`config.mk`:
```
export PLATFORM = sky130hd
export DESIGN_NAME = turtle_debug_ctrl
export DESIGN_NICKNAME = d
export VERILOG_FILES = /design/src/rtl/turtle_debug_pkg.sv /design/src/rtl/turtle_debug_ctrl_bp.sv /design/src/rtl/turtle_debug_ctrl.sv
export SDC_FILE = /design/constraint.sdc
export NUM_CORES = 1
export LEC_CHECK = 0
export CAP_MARGIN = 20
export CORE_MARGIN = 4
export CORE_UTILIZATION = 47
export DETAILED_ROUTE_END_ITERATION = 8
export MAX_ROUTING_LAYER = met4
export PLACE_DENSITY = 0.79
export SYNTH_ARGS = -nofsm -noshare
export SYNTH_HDL_FRONTEND = slang
export SYNTH_SLANG_ARGS = --single-unit
```
`constraint.sdc`:
```
create_clock -name clk -period 2.5 [get_ports clk]
set_input_delay 0.375 -clock clk [delete_from_list [all_inputs] [get_ports clk]]
set_output_delay 0.375 -clock clk [all_outputs]
set_load 0.005 [all_outputs]
```
`src/rtl/turtle_debug_pkg.sv`:
```
// Shared types for the Turtle run-control / breakpoint unit.
// Optional retired-instruction counter: TURTLE_DBG_INSTRET_EN.
package turtle_debug_pkg;

  typedef enum logic [1:0] {
    ST_HALTED = 2'd0,
    ST_RUN    = 2'd1,
    ST_STEP   = 2'd2
  } dbg_state_e;

  // Prefixed so the STEP cause does not collide with the STEP state.
  typedef enum logic [1:0] {
    HC_NONE = 2'd0,
    HC_REQ  = 2'd1,
    HC_STEP = 2'd2,
    HC_BP   = 2'd3
  } halt_cause_e;

  function automatic int bp_idx_w(input int n);
    return (n > 1) ? $clog2(n) : 1;
  endfunction

endpackage

```
`src/rtl/turtle_debug_ctrl_bp.sv`:
```
// Breakpoint table, comparator bank and lowest-index priority encoder.
// Table is registered, so a write shows up in bp_match one cycle later.
module dbg_bp_unit
  import turtle_debug_pkg::*;
#(
  parameter int I_ADDR_W = 12,
  parameter int NUM_BP   = 4,
  parameter int BP_IDX_W = 2
) (
  input  logic                clk,
  input  logic                rst,
  input  logic [I_ADDR_W-1:0] pc,
  input  logic                bp_wr_en,
  input  logic [BP_IDX_W-1:0] bp_wr_idx,
  input  logic [I_ADDR_W-1:0] bp_wr_addr,
  input  logic                bp_wr_valid,
  output logic                bp_match,
  output logic [BP_IDX_W-1:0] bp_idx
);

  logic [I_ADDR_W-1:0] bp_addr [NUM_BP];
  logic [NUM_BP-1:0]   bp_arm;
  logic [NUM_BP-1:0]   hit;

  always_ff @(posedge clk or posedge rst) begin
    if (rst) begin
      bp_arm <= '0;
      for (int i = 0; i < NUM_BP; i++)
        bp_addr[i] <= '0;
    end else if (bp_wr_en && (int'(bp_wr_idx) < NUM_BP)) begin
      bp_arm[bp_wr_idx]  <= bp_wr_valid;
      bp_addr[bp_wr_idx] <= bp_wr_addr;
    end
  end

  always_comb begin
    for (int i = 0; i < NUM_BP; i++)
      hit[i] = bp_arm[i] && (bp_addr[i] == pc);
  end

  // Scan high to low so the lowest matching entry is the last write.
  always_comb begin
    bp_match = 1'b0;
    bp_idx   = '0;
    for (int i = NUM_BP - 1; i >= 0; i--) begin
      if (hit[i]) begin
        bp_match = 1'b1;
        bp_idx   = BP_IDX_W'(i);
      end
    end
  end

endmodule

```
`src/rtl/turtle_debug_ctrl.sv`:
```
// Run/halt/step control, PC breakpoints and retired-instruction count.
// Counter present only when TURTLE_DBG_INSTRET_EN is defined.
module turtle_debug_ctrl
  import turtle_debug_pkg::*;
#(
  parameter int  I_ADDR_W      = 12,
  parameter int  NUM_BP        = 4,
  parameter int  CNT_W         = 32,
  parameter int  HALT_ON_RESET = 1,
  localparam int BP_IDX_W      = bp_idx_w(NUM_BP)
) (
  input  logic                clk,
  input  logic                rst,
  input  logic [I_ADDR_W-1:0] pc,
  input  logic                run_req,
  input  logic                halt_req,
  input  logic                step_req,
  input  logic                bp_wr_en,
  input  logic [BP_IDX_W-1:0] bp_wr_idx,
  input  logic [I_ADDR_W-1:0] bp_wr_addr,
  input  logic                bp_wr_valid,
  output logic                cpu_en,
  output logic                halted,
  output logic [1:0]          halt_cause,
  output logic [BP_IDX_W-1:0] bp_hit_idx,
  output logic [CNT_W-1:0]    instret
);

  localparam dbg_state_e RST_STATE =
    (HALT_ON_RESET != 0) ? ST_HALTED : ST_RUN;

  dbg_state_e          state, state_nx;
  halt_cause_e         cause, cause_nx;
  logic [BP_IDX_W-1:0] hit_idx, hit_nx;
  logic                skip, skip_nx;
  logic                bp_match;
  logic [BP_IDX_W-1:0] bp_idx;

  dbg_bp_unit #(
    .I_ADDR_W (I_ADDR_W),
    .NUM_BP   (NUM_BP),
    .BP_IDX_W (BP_IDX_W)
  ) u_bp (
    .clk         (clk),
    .rst         (rst),
    .pc          (pc),
    .bp_wr_en    (bp_wr_en),
    .bp_wr_idx   (bp_wr_idx),
    .bp_wr_addr  (bp_wr_addr),
    .bp_wr_valid (bp_wr_valid),
    .bp_match    (bp_match),
    .bp_idx      (bp_idx)
  );

  // rst gates cpu_en directly so the core freezes without waiting a clock.
  assign cpu_en = !rst &&
    ((state == ST_STEP) ||
     ((state == ST_RUN) && !(bp_match && !skip)));

  assign halted     = (state == ST_HALTED);
  assign halt_cause = cause;
  assign bp_hit_idx = hit_idx;

  always_ff @(posedge clk or posedge rst) begin
    if (rst) begin
      state   <= RST_STATE;
      cause   <= HC_NONE;
      hit_idx <= '0;
      skip    <= 1'b0;
    end else begin
      state   <= state_nx;
      cause   <= cause_nx;
      hit_idx <= hit_nx;
      skip    <= skip_nx;
    end
  end

  always_comb begin
    state_nx = state;
    cause_nx = cause;
    hit_nx   = hit_idx;
    skip_nx  = skip;
    unique case (state)
      ST_HALTED: begin
        if (step_req) begin
          state_nx = ST_STEP;
        end else if (run_req) begin
          state_nx = ST_RUN;
          skip_nx  = 1'b1;
        end
      end
      ST_RUN: begin
        if (bp_match && !skip) begin
          state_nx = ST_HALTED;
          cause_nx = HC_BP;
          hit_nx   = bp_idx;
        end else begin
          skip_nx = 1'b0;
          if (halt_req) begin
            state_nx = ST_HALTED;
            cause_nx = HC_REQ;
          end
        end
      end
      ST_STEP: begin
        state_nx = ST_HALTED;
        cause_nx = HC_STEP;
      end
      default: state_nx = RST_STATE;
    endcase
  end

`ifdef TURTLE_DBG_INSTRET_EN
  logic [CNT_W-1:0] cnt;

  always_ff @(posedge clk or posedge rst) begin
    if (rst)
      cnt <= '0;
    else if (cpu_en)
      cnt <= cnt + CNT_W'(1);
  end

  assign instret = cnt;
`else
  assign instret = '0;
`endif

endmodule
```
# --- After elaboration in Yosys (flattened, before gate mapping) ---
# Index checks and enable logic that the tools add are counted.
op_classes:
  n_mux: 26
  shifts: 0
  n_addsub: 0
  n_reduce_logical: 20
  n_mul: 0
  n_eq_ne: 11
  n_div: 0
  bitwise_logic: 1
  order_cmp: 4
op_table:
  columns: ["operator", "n"]
  rows:
  - ["bitwise mux 48 bit", 1]
  - ["== test 12 bit", 4]
  - ["demux 12 bit (select 2 bit)", 1]
  - ["two-way mux 2 bit", 10]
  - ["two-way mux 12 bit", 1]
  - ["logical AND 1 bit", 9]
  - ["two-way mux 1 bit", 8]
  - ["case mux 2 bit (2 select lines)", 2]
  - ["!= test 2 bit, second input constant", 3]
  - ["AND reduction 2 bit", 3]
  - ["bitwise mux 4 bit", 1]
  - ["AND reduction 4 bit", 1]
  - ["nonzero test 2 bit", 2]
  - ["greater-or-equal comparator 3 bit, second input constant", 1]
  - ["zero test 1 bit", 3]
  - ["less-than comparator 2 x 3 -> 1 bit, second input constant", 1]
  - ["less-than comparator 3 x 1 -> 1 bit, second input constant", 1]
  - ["!= test 3 x 2 -> 1 bit, second input constant", 1]
  - ["!= test 3 bit, second input constant", 1]
  - ["inverter 2 -> 3 bit", 1]
  - ["demux 1 bit (select 2 bit)", 1]
  - ["== test 2 x 1 -> 1 bit, second input constant", 1]
  - ["== test 2 bit, second input constant", 1]
  - ["greater-or-equal comparator 2 x 1 -> 1 bit, second input constant", 1]
  - ["3 further kinds", 3]
totals:
  output_inout_bits: 38
  ram_bits: 0
  elab_cells: 71
  latchBits: 0
  regBits: 59
  mem_bits_ro: 0
  n_memories: 0
  inputBits: 33

# --- Depth between registers and ports, before layout ---
depth:
  word_depth: 11
  depth_mapped: 7

# --- Hierarchy ---
# A second synthesis with hierarchy kept.
hier_totals:
  hier_cells: 271
  hier_area_um2: 3291.9
by_module_without_submodules:
  columns: ["module", "cells_each", "seq_area_each_um2", "instances", "area_per_inst_um2"]
  rows:
  - ["dbg_bp_unit", 200, 1301.2, 1, 2630.0]
  - ["turtle_debug_ctrl", 71, 175.2, 1, 661.9]

# --- Worst setup path after synthesis ---
# OpenSTA, ideal clock, no wires.
synth_path:
  path_kind: "input to output"
  startpoint: "input port rst"
  endpoint: "output port cpu_en"
  path_stages: 2
  slack_ns: 0.252
  t_arrival_ns: 1.873
  cell_sequence: "inv_1 o21a_1"
synth_between:
  elab_chain_len: 2
synth_lines:
  columns: ["element", "line_no", "rtl"]
  rows:
  - ["start, declared", "turtle_debug_ctrl.sv:13", "input logic rst,"]
  - ["zero test 1 bit (no line)", null, null]
  - ["logical AND 1 bit", "turtle_debug_ctrl.sv:56", "assign cpu_en = !rst &&"]
  - ["end, declared", "turtle_debug_ctrl.sv:22", "output logic cpu_en,"]
# Every way passes these cells.

# --- Worst setup path after layout ---
layout_path:
  startpoint: "register u_bp.bp_addr[30] (netlist name)"
  endpoint: "output port cpu_en"
layout_between:
  elab_chain_len: 9
layout_lines:
  columns: ["element", "line_no", "rtl"]
  rows:
  - ["start, declared", "turtle_debug_ctrl_bp.sv:21", "logic [I_ADDR_W-1:0] bp_addr [NUM_BP];"]
  - ["start signal, assigned by index", "turtle_debug_ctrl_bp.sv:32", "bp_addr[bp_wr_idx] <= bp_wr_addr;"]
  - ["== test 12 bit", "turtle_debug_ctrl_bp.sv:38", "hit[i] = bp_arm[i] && (bp_addr[i] == pc);"]
  - ["logical AND 1 bit", "turtle_debug_ctrl_bp.sv:38", null]
  - ["two-way mux 1 bit (2 in a row)", "turtle_debug_ctrl_bp.sv:46", "if (hit[i]) begin"]
  - ["logical AND 1 bit", "turtle_debug_ctrl.sv:58", "((state == ST_RUN) && !(bp_match && !skip)));"]
  - ["zero test 1 bit", "turtle_debug_ctrl.sv:58", null]
  - ["logical AND 1 bit", "turtle_debug_ctrl.sv:58", null]
  - ["logical OR 1 bit", "turtle_debug_ctrl.sv:57", "((state == ST_STEP) ||"]
  - ["logical AND 1 bit", "turtle_debug_ctrl.sv:56", null]
# Every way passes these cells.

==> reports/summary.txt <==
ordered cell list for the critical path -> xnor2_2, nand4_1, nor4_4, o41a_4, nor2_2, o21a_1, clkbuf_2
core region area -> 6830 µm²
HP Class -> flop to flop
Setup WS pre-CTS -> -0.488 ns
Post-synth ARST share -> 100%
#FFs+latches synth -> 59
synth top area cells -> dfrtp_1 44%, mux2_2 18%, xnor2_1 12%
post-route cell area -> 3940 µm²
vias in the first global route -> 2081
Buffers on Ports -> 38
Final Slew Violations -> 0
Max Cap Viol -> 0
global route overflow -> 0
hold depth -> 1
worst-path maximum fanout -> 2
slowest library cell on the worst path -> dfrtp_1
Post-Place Cells -> 402
DR WL/cell -> 15.4 µm
final worst path period need -> 2.31 ns
Synth Warn # -> 0
stages on the worst setup path -> 7
Final Setup Violations -> 0
most common cell after layout, fill and taps aside -> dfrtp_1
CTS Buffer Depth -> 2
total die area -> 8490 µm²
CP startpoint kind -> flop
IO Pins -> 71
Bufs and invs on worst path -> 1
setup TNS -> 0 ns
slew margin rel. -> 50.7%
Rows -> 30
TritonCTS clock tree -> yes
Yosys top cell by area -> dfrtp_1
Power, Total -> 3.03 mW
Area Overhead vs Synth -> 18.5%
ANT cells -> 0
Net count, final -> 355
final setup skew -> 0.00753 ns
hold buffer count at CTS -> 0
DP HPWL -> 4.78 mm
leakage power -> 1.71 nW
pin count of the biggest net entering global routing -> 60
WP data required -> 2.12 ns
top_reg_cell synth -> dfrtp_1
fmax -> 0.433 GHz
worst path arrival time -> 1.94 ns
RSZ-0062 raised after global routing -> no
EDFF count, synth -> 0
post-synth design cell area -> 3330 µm²
P per Cell Area -> 769 nW/µm²
share of cells above drive strength 1 -> 33.7%
CTS Buf Count -> 9
Setup crit end kind -> output port
antenna viol nets, final -> 0
initial antenna violation count -> 0
most frequent cells in the layout -> 59 x dfrtp_1, 52 x mux2_2, 39 x xnor2_1, 32 x conb_1, 25 x clkdlybuf4s50_1
cell family with most CP delay -> simple AND/OR/NAND/NOR gates
Initial DRT Pass Iterations -> 4
Post-Layout Cell Count -> 419
clk slew on worst S/H paths -> 0.06 ns
Starting Density -> 48.7%
WS Path Type -> flop to output port
fin crit share -> 92.5%
FF+latch area -> 1480 µm²
final wirelength -> 6.45 mm
fillers -> 574
initial DRC count -> 77
Hold Fails Final Rpt -> 0
post-route setup slack -> 0.188 ns
Final Core Density -> 57.7%
Tot GR Track Use -> 16.4%
Seq/Total Area, Yosys -> 44.4%
Multi-input gate area -> 1640 µm²
placed inst area -> 3680 µm²
run status -> finished, final reports clean
Avg Cell Area, Syn -> 12.3 µm²
post-synth top area share -> 44.4%
DR vias/cell -> 4.79
Slew @ Worst Pin -> 0.739 ns
via count -> 2005
worst skew pair latency -> 0.34 ns
Netlist cell types -> 35
Synth Instances -> 271
CP peak stage delay -> 0.41 ns
DRC viols -> 0
CTS sink count -> 59
Placer Congestion -> 0.810
VDD IR-drop max -> 0.381 mV
CTS root buf -> clkbuf_8
chip width -> 92.2 µm
H-Tree Depth -> 3
Fin Hold WS -> 0.509 ns
Worst Reg-to-Reg Cells -> 7
Die Ht -> 92.2 µm
first-pass GRT wire length -> 10.3 mm
[metal layers]
| metal | global-route usage [%] | vias up | part of all wire, % |
|---|---|---|---|
| li1 | - | 947 | - |
| met1 | 20.0 | 964 | 43 |
| met2 | 25.7 | 81 | 48 |
| met3 | 4.76 | 13 | 7.2 |
| met4 | 6.93 | 0 | 1.8 |
| met5 | - | - | 0 |
[where the power goes]
group	total (mW)	internal [mW]	switching (mW)
clock	0.917	0.564	0.353
sequential	1.29	1.15	0.139
combinational	0.821	0.467	0.353
[kinds of logic after synthesis]
kind of cell,Yosys count,synth area share (%)
other cells,1,0.113
mux,53,18.0
compound gates,15,3.91
fa+ha+maj,3,1.13
xor+xnor,48,13.5
flops,59,44.4
simple gates,37,6.88
buf+inv,55,12.0
[cells in the mapped netlist, types with 4 or more instances]
master	n
dfrtp_1	59
mux2_2	52
xnor2_1	44
buf_4	35
buf_6	8
nand4_1	8
inv_1	7
nand2_1	7
nor2_1	7
nand3_1	5
xnor2_2	4
[cell type report]
class                      count  share of cell area, %
sequential                    59                   37.4
tap                           96                   3.05
timing repair buffer          54                   11.9
clock buffer                  14                   4.63
inverter                       7                  0.666
clock inverter                 1                  0.762
multi-input combinational    188                   41.6
[timing repair]
item	4_1_cts	5_1_grt
setup buffers	1	1
pin swaps	9	9
gates resized for setup	20	14
setup endpoints to repair	1	1
[flip-flops by register name, indices dropped and copies added (netlist names)]
| name | count |
|---|---|
| u_bp.bp_addr | 48 |
| u_bp.bp_arm | 4 |
| bp_hit_idx | 2 |
| halt_cause | 2 |
| state | 2 |
| skip | 1 |
[path summary, 6_finish.rpt]
kind | start | end | slack [ns]
setup reg to reg | u_bp.bp_addr[47] | halt_cause[0] | 0.50
min in group asynchronous | rst | u_bp.bp_addr[15] | 0.58
hold reg to reg | bp_hit_idx[0] | bp_hit_idx[0] | 0.51
hold / removal | bp_hit_idx[0] | bp_hit_idx[0] | 0.51
setup / recovery | u_bp.bp_addr[30] | cpu_en | 0.19
max in group asynchronous | rst | u_bp.bp_addr[43] | 1.43
Power figures use the tool's default switching activity.
